--- config.mk ---
export PLATFORM = sky130hd
export DESIGN_NAME = scores_dump_ctrl_flat
export DESIGN_NICKNAME = d
export VERILOG_FILES = /design/src/rtl/scores_pkg.sv /design/src/rtl/scores_dump_ctrl_if.sv /design/src/rtl/scores_dump_ctrl.sv /design/src/flat_wrapper.sv
export SDC_FILE = /design/constraint.sdc
export NUM_CORES = 1
export LEC_CHECK = 0
export BUFFER_PORTS_ARGS = -buffer_cell sky130_fd_sc_hd__buf_2
export CAP_MARGIN = 20
export CORE_ASPECT_RATIO = 0.7
export CORE_UTILIZATION = 30
export CTS_CLUSTER_DIAMETER = 60
export CTS_CLUSTER_SIZE = 10
export DETAILED_ROUTE_END_ITERATION = 10
export SETUP_SLACK_MARGIN = 0.5
export SLEW_MARGIN = 10
export SYNTH_ARGS = -nofsm -noshare
export SYNTH_HDL_FRONTEND = slang
export SYNTH_SLANG_ARGS = --single-unit
--- constraint.sdc ---
create_clock -name clk -period 1.8 [get_ports clk]
set_input_delay 0.09 -clock clk [delete_from_list [all_inputs] [get_ports clk]]
set_output_delay 0.09 -clock clk [all_outputs]
set_load 0.05 [all_outputs]
--- src/rtl/scores_pkg.sv ---
// rtl/scores_pkg.sv - shared constants, state encoding for the class-score dump path
//
// Purpose: frame geometry (class count, bytes per score, header byte) and the
//          dump FSM state enum. Host-side frame parsers import this as well.
// Ports:   none (package).
package scores_pkg;

  localparam int         NUM_CLASSES     = 10;
  localparam int         BYTES_PER_SCORE = 4;
  localparam int         SCORE_BYTES     = NUM_CLASSES * BYTES_PER_SCORE;
  localparam int         ADDR_W          = 6;
  localparam logic [7:0] HDR_BYTE        = 8'hAA;

  typedef enum logic [2:0] {
    ST_IDLE,
    ST_LATCH,
    ST_HDR,
    ST_FETCH,
    ST_CAPTURE,
    ST_SEND,
    ST_CSUM,
    ST_DONE
  } dump_state_e;

endpackage

--- src/rtl/scores_dump_ctrl_if.sv ---
// rtl/scores_dump_ctrl_if.sv - byte TX handshake between the dump sequencer and the UART path
//
// Purpose: groups the TX byte stream into one bundle.
// Signals: tx_data  [7:0]  byte offered to TX
//          tx_valid        tx_data is valid
//          tx_ready        TX accepts the byte; transfer when tx_valid && tx_ready
// Modports: master (sequencer side), slave (TX side).
interface scores_dump_ctrl_if;

  logic [7:0] tx_data;
  logic       tx_valid;
  logic       tx_ready;

  modport master (
    output tx_data,
    output tx_valid,
    input  tx_ready
  );

  modport slave (
    input  tx_data,
    input  tx_valid,
    output tx_ready
  );

endinterface

--- src/rtl/scores_dump_ctrl.sv ---
// rtl/scores_dump_ctrl.sv - latch/dump sequencer for the 40-byte class-score RAM
//
// Purpose: pulses the score RAM write enable on inference_done, then streams a frame
//          (header, 40 score bytes, XOR checksum) over the TX handshake on dump_req
//          or automatically after a latch when AUTO_DUMP=1.
// Ports:   clk, rst_n         clock, asynchronous active-low reset
//          inference_done     pulse: new scores present at the RAM inputs
//          dump_req           pulse: host asks for a frame
//          ram_wr_en          1-cycle RAM write pulse
//          ram_rd_addr        RAM read address
//          ram_rd_data        RAM read data, one cycle after the address is sampled
//          tx                 byte stream (master modport)
//          busy               frame in progress (header through checksum)
//          dump_done          1-cycle pulse after the checksum byte transfers
//          scores_valid       RAM holds a latched score set
module scores_dump_ctrl #(
  parameter int         NUM_CLASSES     = scores_pkg::NUM_CLASSES,
  parameter int         BYTES_PER_SCORE = scores_pkg::BYTES_PER_SCORE,
  parameter int         ADDR_W          = scores_pkg::ADDR_W,
  parameter logic [7:0] HDR_BYTE        = scores_pkg::HDR_BYTE,
  parameter bit         AUTO_DUMP       = 1'b0
) (
  input  logic                     clk,
  input  logic                     rst_n,
  input  logic                     inference_done,
  input  logic                     dump_req,
  output logic                     ram_wr_en,
  output logic [ADDR_W-1:0]        ram_rd_addr,
  input  logic [7:0]               ram_rd_data,
  scores_dump_ctrl_if.master       tx,
  output logic                     busy,
  output logic                     dump_done,
  output logic                     scores_valid
);

  localparam int                SCORE_BYTES = NUM_CLASSES * BYTES_PER_SCORE;
  localparam logic [ADDR_W-1:0] LAST_ADDR   = ADDR_W'(SCORE_BYTES - 1);

  import scores_pkg::*;

  dump_state_e       state_q, state_d;
  logic [ADDR_W-1:0] addr_q, addr_d;
  logic [7:0]        tx_data_q, tx_data_d;
  logic [7:0]        csum_q, csum_d;
  logic              tx_valid_q, tx_valid_d;
  logic              busy_q, busy_d;
  logic              dump_done_q, dump_done_d;
  logic              ram_wr_en_q, ram_wr_en_d;
  logic              scores_valid_q, scores_valid_d;
  logic              pending_q, pending_d;
  logic              tx_fire;
  logic              start_frame;

  assign tx_fire = tx_valid_q && tx.tx_ready;

  always_comb begin
    state_d        = state_q;
    addr_d         = addr_q;
    tx_data_d      = tx_data_q;
    tx_valid_d     = tx_valid_q;
    csum_d         = csum_q;
    busy_d         = busy_q;
    dump_done_d    = 1'b0;
    ram_wr_en_d    = 1'b0;
    scores_valid_d = scores_valid_q;
    pending_d      = pending_q;
    start_frame    = 1'b0;

    // A new score set arriving mid-frame is deferred so the RAM is never
    // rewritten while it is being read out; repeated pulses collapse to one.
    if (inference_done && state_q != ST_IDLE && state_q != ST_LATCH) begin
      pending_d = 1'b1;
    end

    case (state_q)
      ST_IDLE: begin
        if (inference_done || pending_q) begin
          state_d     = ST_LATCH;
          ram_wr_en_d = 1'b1;
        end else if (dump_req && scores_valid_q) begin
          start_frame = 1'b1;
        end
      end
      ST_LATCH: begin
        scores_valid_d = 1'b1;
        pending_d      = 1'b0;
        if (AUTO_DUMP) begin
          start_frame = 1'b1;
        end else begin
          state_d = ST_IDLE;
        end
      end
      ST_HDR: begin
        if (tx_fire) begin
          tx_valid_d = 1'b0;
          state_d    = ST_FETCH;
        end
      end
      ST_FETCH: begin
        state_d = ST_CAPTURE;
      end
      ST_CAPTURE: begin
        tx_data_d  = ram_rd_data;
        csum_d     = csum_q ^ ram_rd_data;
        tx_valid_d = 1'b1;
        state_d    = ST_SEND;
      end
      ST_SEND: begin
        if (tx_fire) begin
          if (addr_q == LAST_ADDR) begin
            tx_data_d  = csum_q;
            tx_valid_d = 1'b1;
            state_d    = ST_CSUM;
          end else begin
            tx_valid_d = 1'b0;
            addr_d     = addr_q + 1'b1;
            state_d    = ST_FETCH;
          end
        end
      end
      ST_CSUM: begin
        if (tx_fire) begin
          tx_valid_d  = 1'b0;
          busy_d      = 1'b0;
          dump_done_d = 1'b1;
          state_d     = ST_DONE;
        end
      end
      ST_DONE: begin
        state_d = ST_IDLE;
      end
      default: begin
        state_d = ST_IDLE;
      end
    endcase

    if (start_frame) begin
      state_d    = ST_HDR;
      tx_data_d  = HDR_BYTE;
      tx_valid_d = 1'b1;
      busy_d     = 1'b1;
      csum_d     = 8'h00;
      addr_d     = '0;
    end
  end

  always_ff @(posedge clk or negedge rst_n) begin
    if (!rst_n) begin
      state_q        <= ST_IDLE;
      addr_q         <= '0;
      tx_data_q      <= 8'h00;
      tx_valid_q     <= 1'b0;
      csum_q         <= 8'h00;
      busy_q         <= 1'b0;
      dump_done_q    <= 1'b0;
      ram_wr_en_q    <= 1'b0;
      scores_valid_q <= 1'b0;
      pending_q      <= 1'b0;
    end else begin
      state_q        <= state_d;
      addr_q         <= addr_d;
      tx_data_q      <= tx_data_d;
      tx_valid_q     <= tx_valid_d;
      csum_q         <= csum_d;
      busy_q         <= busy_d;
      dump_done_q    <= dump_done_d;
      ram_wr_en_q    <= ram_wr_en_d;
      scores_valid_q <= scores_valid_d;
      pending_q      <= pending_d;
    end
  end

  assign ram_rd_addr  = addr_q;
  assign ram_wr_en    = ram_wr_en_q;
  assign tx.tx_data   = tx_data_q;
  assign tx.tx_valid  = tx_valid_q;
  assign busy         = busy_q;
  assign dump_done    = dump_done_q;
  assign scores_valid = scores_valid_q;

endmodule

--- src/flat_wrapper.sv ---
// flat-port wrapper written by rule: the top's interface ports become plain ports
module scores_dump_ctrl_flat import scores_pkg::*;
#(
  parameter int         NUM_CLASSES     = scores_pkg::NUM_CLASSES,
  parameter int         BYTES_PER_SCORE = scores_pkg::BYTES_PER_SCORE,
  parameter int         ADDR_W          = scores_pkg::ADDR_W,
  parameter logic [7:0] HDR_BYTE        = scores_pkg::HDR_BYTE,
  parameter bit         AUTO_DUMP       = 1'b0
)
  (clk, rst_n, inference_done, dump_req, ram_wr_en, ram_rd_addr, ram_rd_data, busy, dump_done, scores_valid, tx_tx_data, tx_tx_valid, tx_tx_ready);
  scores_dump_ctrl_if tx_i ();
  input  logic clk;
  input  logic rst_n;
  input  logic inference_done;
  input  logic dump_req;
  output logic ram_wr_en;
  output logic [ADDR_W-1:0] ram_rd_addr;
  input  logic [7:0] ram_rd_data;
  output logic busy;
  output logic dump_done;
  output logic scores_valid;
  output wire logic [$bits(tx_i.tx_data)-1:0] tx_tx_data;
  output wire logic [$bits(tx_i.tx_valid)-1:0] tx_tx_valid;
  input wire logic [$bits(tx_i.tx_ready)-1:0] tx_tx_ready;
  assign tx_tx_data = tx_i.tx_data;
  assign tx_tx_valid = tx_i.tx_valid;
  assign tx_i.tx_ready = tx_tx_ready;
  scores_dump_ctrl #(.NUM_CLASSES(NUM_CLASSES), .BYTES_PER_SCORE(BYTES_PER_SCORE), .ADDR_W(ADDR_W), .HDR_BYTE(HDR_BYTE), .AUTO_DUMP(AUTO_DUMP)) u_core (.clk(clk), .rst_n(rst_n), .inference_done(inference_done), .dump_req(dump_req), .ram_wr_en(ram_wr_en), .ram_rd_addr(ram_rd_addr), .ram_rd_data(ram_rd_data), .tx(tx_i), .busy(busy), .dump_done(dump_done), .scores_valid(scores_valid));
endmodule
* Word-level counts from Yosys, hierarchy flattened
Index checks and enable logic that the tools add are counted.
** Operators by class
- Shift-type cells :: 0
- Add/sub/neg operators :: 1
- Reductions and logical operators :: 21
- Mux-type cells :: 33
- Multipliers :: 0
- Divide/modulo/power cells :: 0
- Equality and inequality tests :: 16
- Bitwise gates (word level) :: 1
- $lt $le $gt $ge :: 0
** Operators by type and width (number)
- 8-bit 2-to-1 mux :: 5
- 6-bit 2-to-1 mux :: 4
- 3-bit by 1-bit inequality test with 1-bit output, second input constant :: 7
- 3-bit case mux with 7 select lines :: 1
- 3-bit 2-to-1 mux :: 6
- 8-bit case mux with 2 select lines :: 1
- 1-bit 2-to-1 mux :: 15
- 3-bit equality test, second input constant :: 4
- 2-bit nonzero test :: 5
- 3-bit AND reduction :: 3
- 8-bit bitwise XOR :: 1
- 6-bit by 1-bit adder with 6-bit output, second input constant :: 1
- 3-bit by 2-bit equality test with 1-bit output, second input constant :: 2
- 6-bit equality test, second input constant :: 1
- 3-bit nonzero test :: 2
- 1-bit logical AND :: 4
- 4-bit AND reduction :: 1
- 4-bit nonzero test :: 1
- 2-bit OR reduction :: 2
- 3-bit by 1-bit equality test with 1-bit output, second input constant :: 1
- 3-bit zero test :: 1
- 1-bit case mux with 3 select lines :: 1
- 2-bit by 1-bit inequality test with 1-bit output, second input constant :: 1
- 2-bit AND reduction :: 1
- 1-bit logical OR :: 1
** Word-level totals
- RAM bits :: 0
- Register bits after elaboration :: 31
- Bits in read-only memories :: 0
- Memories kept :: 0
- Output and inout port bits :: 19
- Latch bits :: 0
- Word-level logic and storage cells :: 82
- Input port bits :: 13

* Longest topological paths before layout
Gate-level depths: netlist of run 1.
- Depth in word-level cells :: 6
- Mapped depth :: 7
- Mapped depth without buffers :: 5

* Worst setup path before layout of run 1
No wires, ideal clock.
- Path kind :: flip-flop to flip-flop
- Start point :: register u_core.addr_q[0], in the netlist u_core.ram_rd_addr[0]
- End point :: register u_core.state_q[0]
- Setup slack :: -0.078 ns
- Library setup time :: 0.131 ns
- Required time :: 1.669 ns
- Clock period less this slack :: 1.878 ns
- Arrival time :: 1.747 ns
- Stages on the path, launching flop included :: 6
- Path through :: dfrtp_1 ha_1 nand3_1 or4_1 a31oi_1 a211oi_1
** On the way
- Cells in the longest elaborated chain, start to end :: 5
** RTL lines
- start, declared :: RTL line scores_dump_ctrl.sv:42 : logic [ADDR_W-1:0] addr_q, addr_d;
- start signal, assigned :: RTL line scores_dump_ctrl.sv:161 : addr_q <= addr_d;
- 6-bit equality test :: RTL line scores_dump_ctrl.sv:110 : if (addr_q == LAST_ADDR) begin
- 3-bit 2-to-1 mux :: RTL line scores_dump_ctrl.sv:110
- 3-bit 2-to-1 mux :: RTL line scores_dump_ctrl.sv:109 : if (tx_fire) begin
- 3-bit case mux with 7 select lines :: RTL line scores_dump_ctrl.sv:75 : case (state_q)
- 3-bit 2-to-1 mux :: RTL line scores_dump_ctrl.sv:137 : if (start_frame) begin
- end signal, assigned :: RTL line scores_dump_ctrl.sv:160 : state_q <= state_d;
- end, declared :: RTL line scores_dump_ctrl.sv:41 : dump_state_e state_q, state_d;
Every way passes these cells. The select of a mux whose other input is x is not followed.
A chain may end at the register's enable or synchronous reset.

* Final worst setup path of run 1
- Start point :: register u_core.state_q[0]
- End point :: register u_core.addr_q[3], in the netlist u_core.ram_rd_addr[3]
** On the way
- Cells in the longest elaborated chain, start to end :: 4
- Elaborated cells on any way between the ends :: 8
- Those cells by class :: eq/ne (2); mux (2); reduce/logical (4)
** RTL lines (RTL line)
- 3-bit zero test :: scores_dump_ctrl.sv:75
- 1-bit 2-to-1 mux :: scores_dump_ctrl.sv:75
- 2-bit by 1-bit inequality test with 1-bit output (no source line) or 2-bit nonzero test (tied branches)
- 3-bit AND reduction (no source line)
Parallel ways exist; a longest one is shown, timed or not.

==> results of run 1 <==
registers in the layout, indices dropped and copies added, names as in the netlist:
signal / cells
u_core.busy: 1
u_core.csum_q: 8
u_core.dump_done: 1
u_core.pending_q: 1
u_core.ram_rd_addr: 6
u_core.ram_wr_en: 1
u_core.scores_valid: 1
u_core.state_q: 3
u_core.tx.tx_data: 8
u_core.tx.tx_valid: 1
layout make-up:
cell class	count	area [um^2]	area share, %
Multi-Input combinational cell	115	926	38.7
Sequential cell	31	785	32.8
Timing Repair Buffer	63	478	20.0
Clock buffer	8	100	4.19
Tap cell	69	86.3	3.61
Inverter	3	15.0	0.628
where the power goes:
part | total (uW) | switching, uW | internal [uW]
registers | 698 | 0.649 | 698
logic | 42.4 | 29.0 | 13.4
clock network | 607 | 258 | 349
Yosys cell counts (all sizes together), types with 3 or more instances:
| cell type | number |
|---|---|
| o21ai | 8 |
| xnor2 | 4 |
| clkbuf | 4 |
| a221oi | 4 |
| dfrtp | 31 |
| inv | 3 |
| xor2 | 7 |
| nor2b | 3 |
| nand4 | 4 |
| and2 | 7 |
| nor2 | 17 |
| mux2i | 7 |
| nand2 | 17 |
| nand2b | 3 |
| nand3 | 5 |
| buf | 5 |
| o2bb2ai | 4 |
| a211oi | 3 |
cells by family (layout without fill, tap and decap cells):
| group | Yosys count | in the layout | share of synthesized area, % |
|---|---|---|---|
| adder cells (fa/ha/maj) | 1 | 1 | 0.793 |
| AND/OR/NAND/NOR | 68 | 68 | 23.2 |
| buffers and inverters | 12 | 74 | 3.73 |
| XOR/XNOR | 11 | 11 | 6.11 |
| multiplexers | 7 | 7 | 4.44 |
| flip-flops | 31 | 31 | 49.2 |
| AO/OA/AOI/OAI | 28 | 28 | 12.6 |
what timing repair did:
item | CTS | global route
hold buffers | 1 | 0
endpoints found under the setup margin | 27 | 27
buffers inserted | 11 | 9
cloned | 1 | 1
pin swaps | 13 | 13
endpoints found under the hold margin | 31 | 0
gates resized for setup | 24 | 16
worst max path at each step:
stage / start / endpoint / slack (ns) / depth (start not counted)
3_5_place_dp: u_core.state_q[2]$_DFFE_PN0P_ / u_core.ram_rd_addr[3]$_DFFE_PN0P_ / 0.28 / 5
4_1_cts: u_core.state_q[2]$_DFFE_PN0P_ / u_core.ram_rd_addr[3]$_DFFE_PN0P_ / 0.31 / 5
5_1_grt: u_core.ram_rd_addr[0]$_DFFE_PN0P_ / u_core.ram_rd_addr[3]$_DFFE_PN0P_ / 0.24 / 4
6_report: u_core.state_q[0]$_DFFE_PN0P_ / u_core.ram_rd_addr[3]$_DFFE_PN0P_ / 0.30 / 4
2_1_floorplan: u_core.ram_rd_addr[0]$_DFFE_PN0P_ / u_core.state_q[0]$_DFFE_PN0P_ / 0.20 / 5
3_3_place_gp: u_core.tx.tx_valid$_DFFE_PN0P_ / u_core.state_q[0]$_DFFE_PN0P_ / 0.30 / 4
metrics by stage:
step,total power (uW),utilization (%),hold WS (ns)
2_1_floorplan,718,-,-0.206
3_3_place_gp,751,39.0,0.185
3_5_place_dp,751,39.0,0.192
4_1_cts,1360,45.1,0.0477
5_1_grt,1400,48.6,0.0653
6_report,1350,48.6,0.0631
metal layers:
metal,vias up,GRT usage [%],share of wire [%]
met5,-,0,0
met4,0,4.23,0.78
met3,6,4.49,4.6
met2,39,20.4,44
met1,698,23.8,50
li1,689,-,-
worst max-delay path: cells and delay by family (launching register included):
| family | cells | cell delay, ns |
|---|---|---|
| AND/OR/NAND/NOR | 3 | 0.87 |
| flip-flops | 1 | 0.42 |
| AO/OA/AOI/OAI | 1 | 0.13 |
==> results.cfg, run 1 <==
[cells_and_area]
syn2layout_area_growth_pct = 51.5
final_cell_mix = 31 x buf_2, 24 x dfrtp_1, 18 x buf_4, 17 x nor2_1, 12 x nand2_1
final_area_mm2 = 0.00239
nFillCells = 460
finalNetCount = 233
final_common_cell = buf_2
drive_gt1_share_pct = 50.9
antenna_cells = 0
final_cells = 289

[yosys]
syn_nets = 172
synth_area_mm2 = 0.00158
synthDistinctLibCells = 38
ys_seq_area_share_pct = 49.2
ys_warn_count = 0
yosysTopAreaCell = dfrtp_1
ys_ff_latch = 31
yosys-top-cells-area = dfrtp_1 49%, mux2i_1 4.4%, nand2_1 4.0%, nor2_1 4.0%, xor2_1 3.9%
synth_top_area_share_pct = 49.2
yosys_most_used_dff = dfrtp_1
synth_edf_count = 0
syn_inst = 158
synth.avg_cell_area_um2 = 9.99
synthArstFlopShare_pct = 100

[run]
drv_cap = 0

[global_routing]
grt_pass1_wl_mm = 6.47
grt_pass1_vias = 1268
overflow = 0
antenna_found_initial = 0
grt_use_total_pct = 15.4
grt_max_degree = 32

[setup_path]
r2r-end = u_core.ram_rd_addr[3]$_DFFE_PN0P_
cp-end-kind = flop
crit_path_frequent_cell = or3_4
critPathKind = flop to flop
crit_chain = nand3_2 -> or3_4 -> or3_4 -> a21oi_2
cp_data_arrival_time_ns = 1.71
reg2reg_from = u_core.state_q[0]$_DFFE_PN0P_
critPathSlowestCell = dfrtp_1
reg2reg_slack_ns = 0.30
crit_fanout = 4
required_ns = 2.01
setup.worst_path.start_class = flop
ff2ff_path_depth = 4
max_stage_delay_ns = 0.42

[clock_network]
cts_tree = done
clockBufferDepth = 2
clk_pin_slew_ns = 0.07
cts_buffers = 5
clk_latency_ns = 0.28
cts-root-buf = clkbuf_8
htreeDepth = 2
cts.sinks = 31

[place]
place_inst = 258
place.gp.congestion = 0.769
place_ws_ns = 0.277
portBuffers = 31
placed_area_mm2 = 0.00192
hpwlAfterDp_mm = 2.54

[timing]
drv_slew = 0
min_period_ns = 1.50
max_freq_ghz = 0.667
fin_skew_ns = 0.00849
slew_headroom_pct = 52.4
finalSetupViolations = 0
setup_slack_ns = 0.300
setup_tns_ns = 0
finalHoldViolCount = 0
worstMarginPinSlew_ns = 0.714
rsz0062_at_grt = true
finalCritPeriodShare_pct = 83.3

[routing]
routed_wl_mm = 4.37
drc = 0
vias = 1432
wire_per_inst_um = 15.1
drt_iter0_markers = 117
first_pass_iters = 4
ant_nets = 0
vias_per_cell = 4.96

[worst_hold_path]
holdPathEnd = u_core.pending_q$_DFFE_PN0P_
holdCritStartpoint = inference_done
min_path_type = primary input to flop
worstHoldPathCells = 3

[floorplan]
start_util_pct = 32.1
die-height_um = 62.7
fp.dieW_um = 88.7
num_rows = 21
ios = 32
core_area_mm2 = 0.00491
fp.dieArea_mm2 = 0.00556

[pwr]
p_per_area_mw_per_mm2 = 564
ir_worst_vdd_v = 0.000427
leakagePower_uw = 0.00109

[outcome]
status = finished, final reports clean
Note: power is estimated with default switching activity, not from simulation.
==> run 2: changes to the inputs <==
- clock period: 1.8 -> 1.5 ns (I/O delays scaled with it)
==> results.cfg, run 2 (synthesized netlist as in run 1, its figures left out) <==
[global_routing]
grt_pass1_wl_mm = 7.29
overflow = 0
grt_pass1_vias = 1419
grt_use_total_pct = 17.6
grt_max_degree = 15
antenna_found_initial = 0

[timing]
rsz0062_at_grt = true
setup_slack_ns = -0.00737
drv_slew = 0
max_freq_ghz = 0.663
slew_headroom_pct = 76.5
min_period_ns = 1.51
setup_tns_ns = -0.00737
worstMarginPinSlew_ns = 0.352
finalSetupViolations = 1
finalCritPeriodShare_pct = 100
finalHoldViolCount = 0
fin_skew_ns = 0.00799

[outcome]
violations = negative setup slack
status = finished with violations

[setup_path]
critPathKind = flop to flop
critPathBufInv = 0
r2r-end = u_core.ram_rd_addr[3]$_DFFE_PN0P_
setup.worst_path.start_class = flop
crit_path_frequent_cell = and2_4
crit_fanout = 4
required_ns = 1.71
reg2reg_slack_ns = -0.007
cp-end-kind = flop
reg2reg_from = u_core.ram_rd_addr[1]$_DFFE_PN0P_
ff2ff_path_depth = 5
critPathSlowestCell = dfrtp_2
max_stage_delay_ns = 0.43
crit_chain = ha_4 -> and2_4 -> and2_4 -> or3_4 -> a21oi_2
cp_data_arrival_time_ns = 1.72
path_delay_family = simple AND/OR/NAND/NOR gates

[routing]
vias = 1425
ant_nets = 0
drc = 0
vias_per_cell = 4.80
drt_iter0_markers = 45
wire_per_inst_um = 15.4
first_pass_iters = 4
routed_wl_mm = 4.57

[floorplan]
core_area_mm2 = 0.00491
die-height_um = 62.7
fp.dieArea_mm2 = 0.00556
fp.dieW_um = 88.7
num_rows = 21
start_util_pct = 32.1
ios = 32

[clock_network]
cts_buffers = 5
clk_latency_ns = 0.28
cts_tree = done
cts-root-buf = clkbuf_8
htreeDepth = 2
clk_pin_slew_ns = 0.07
cts.sinks = 31
clockBufferDepth = 2

[run]
drv_cap = 0

[pwr]
ir_worst_vdd_v = 0.000504
leakagePower_uw = 0.00115
p_per_area_mw_per_mm2 = 604

[cells_and_area]
antenna_cells = 0
regArea_um2 = 790
final_cell_mix = 33 x buf_4, 20 x dfrtp_1, 17 x buf_2, 15 x nor2_1, 14 x nand2_1
final_area_mm2 = 0.00254
final_common_cell = buf_4
syn2layout_area_growth_pct = 60.7
nFillCells = 476
drive_gt1_share_pct = 53.1
finalNetCount = 241
final_util_pct = 51.6
multiInputGateArea_um2 = 942

[place]
placed_area_mm2 = 0.00200
hpwlAfterDp_mm = 2.75
place.gp.congestion = 0.743
place_ws_ns = -0.00175
portBuffers = 31

[worst_hold_path]
holdPathEnd = u_core.pending_q$_DFFE_PN0P_
worstHoldPathCells = 3
min_path_type = primary input to flop
holdCritStartpoint = inference_done
[run 2: changes by cell type in the layout (fill, tap and decap cells not counted), moves of 3 or more]
cell / change
buf_2: -14
buf_4: +15
buf_6: +3
dfrtp_1: -4
dfrtp_2: +4
[run 2: repair_timing]
action,4_1_cts,5_1_grt
hold endpoints to repair,12,0
setup endpoints to repair,38,42
pin swaps,14,10
hold buffers,1,0
resized for setup,44,26
cloned,4,0
setup buffers,9,7
[run 2: tightest hold or removal path, cell delays in order]
cell and delay, ns:
buf_2 0.09, o21ai_0 0.07, nand2_1 0.05
[run 2: how the worst max path moves through the flow]
stage	startpoint	endpoint	slack (ns)	cells after the start
detailed placement	u_core.ram_rd_addr[1]$_DFFE_PN0P_	u_core.ram_rd_addr[1]$_DFFE_PN0P_	-0.002	5
floorplan	u_core.ram_rd_addr[0]$_DFFE_PN0P_	u_core.state_q[0]$_DFFE_PN0P_	-0.10	5
global route	u_core.state_q[1]$_DFFE_PN0P_	u_core.ram_rd_addr[3]$_DFFE_PN0P_	-0.06	4
global placement	u_core.ram_rd_addr[0]$_DFFE_PN0P_	u_core.ram_rd_addr[1]$_DFFE_PN0P_	0.006	5
CTS	u_core.ram_rd_addr[1]$_DFFE_PN0P_	u_core.ram_rd_addr[3]$_DFFE_PN0P_	0.01	5
finish	u_core.ram_rd_addr[1]$_DFFE_PN0P_	u_core.ram_rd_addr[3]$_DFFE_PN0P_	-0.007	5
[run 2: per-stage QoR]
stage | total power [uW] | hold WS, ns | instances
after CTS | 1550 | 0.0358 | 290
after global routing | 1590 | 0.0457 | 297
final | 1530 | 0.0358 | 297
after detailed placement | 905 | 0.000513 | 268
after floorplan | 862 | -0.221 | 158
after global placement | 906 | -0.00452 | 268
[run 2: per-layer routing]
metal	share of wire [%]	track usage [%]
met1	52	25.4
met2	44	26.3
met3	3.4	4.62
met4	0.59	3.83
met5	0	0
[run 2: final cells by class]
cell class	count	share of cell area, %
inverters	3	0.444
flip-flops and latches	31	31.1
well taps	69	3.40
multi-input cells	115	37.1
repair buffers	71	24.7
clock buffers	8	3.16
[run 2: power by group]
group / switching, uW / internal (uW)
Clock: 309 / 330
Sequential: 0.969 / 837
Combinational: 35.3 / 20.3
Total: 345 / 1190
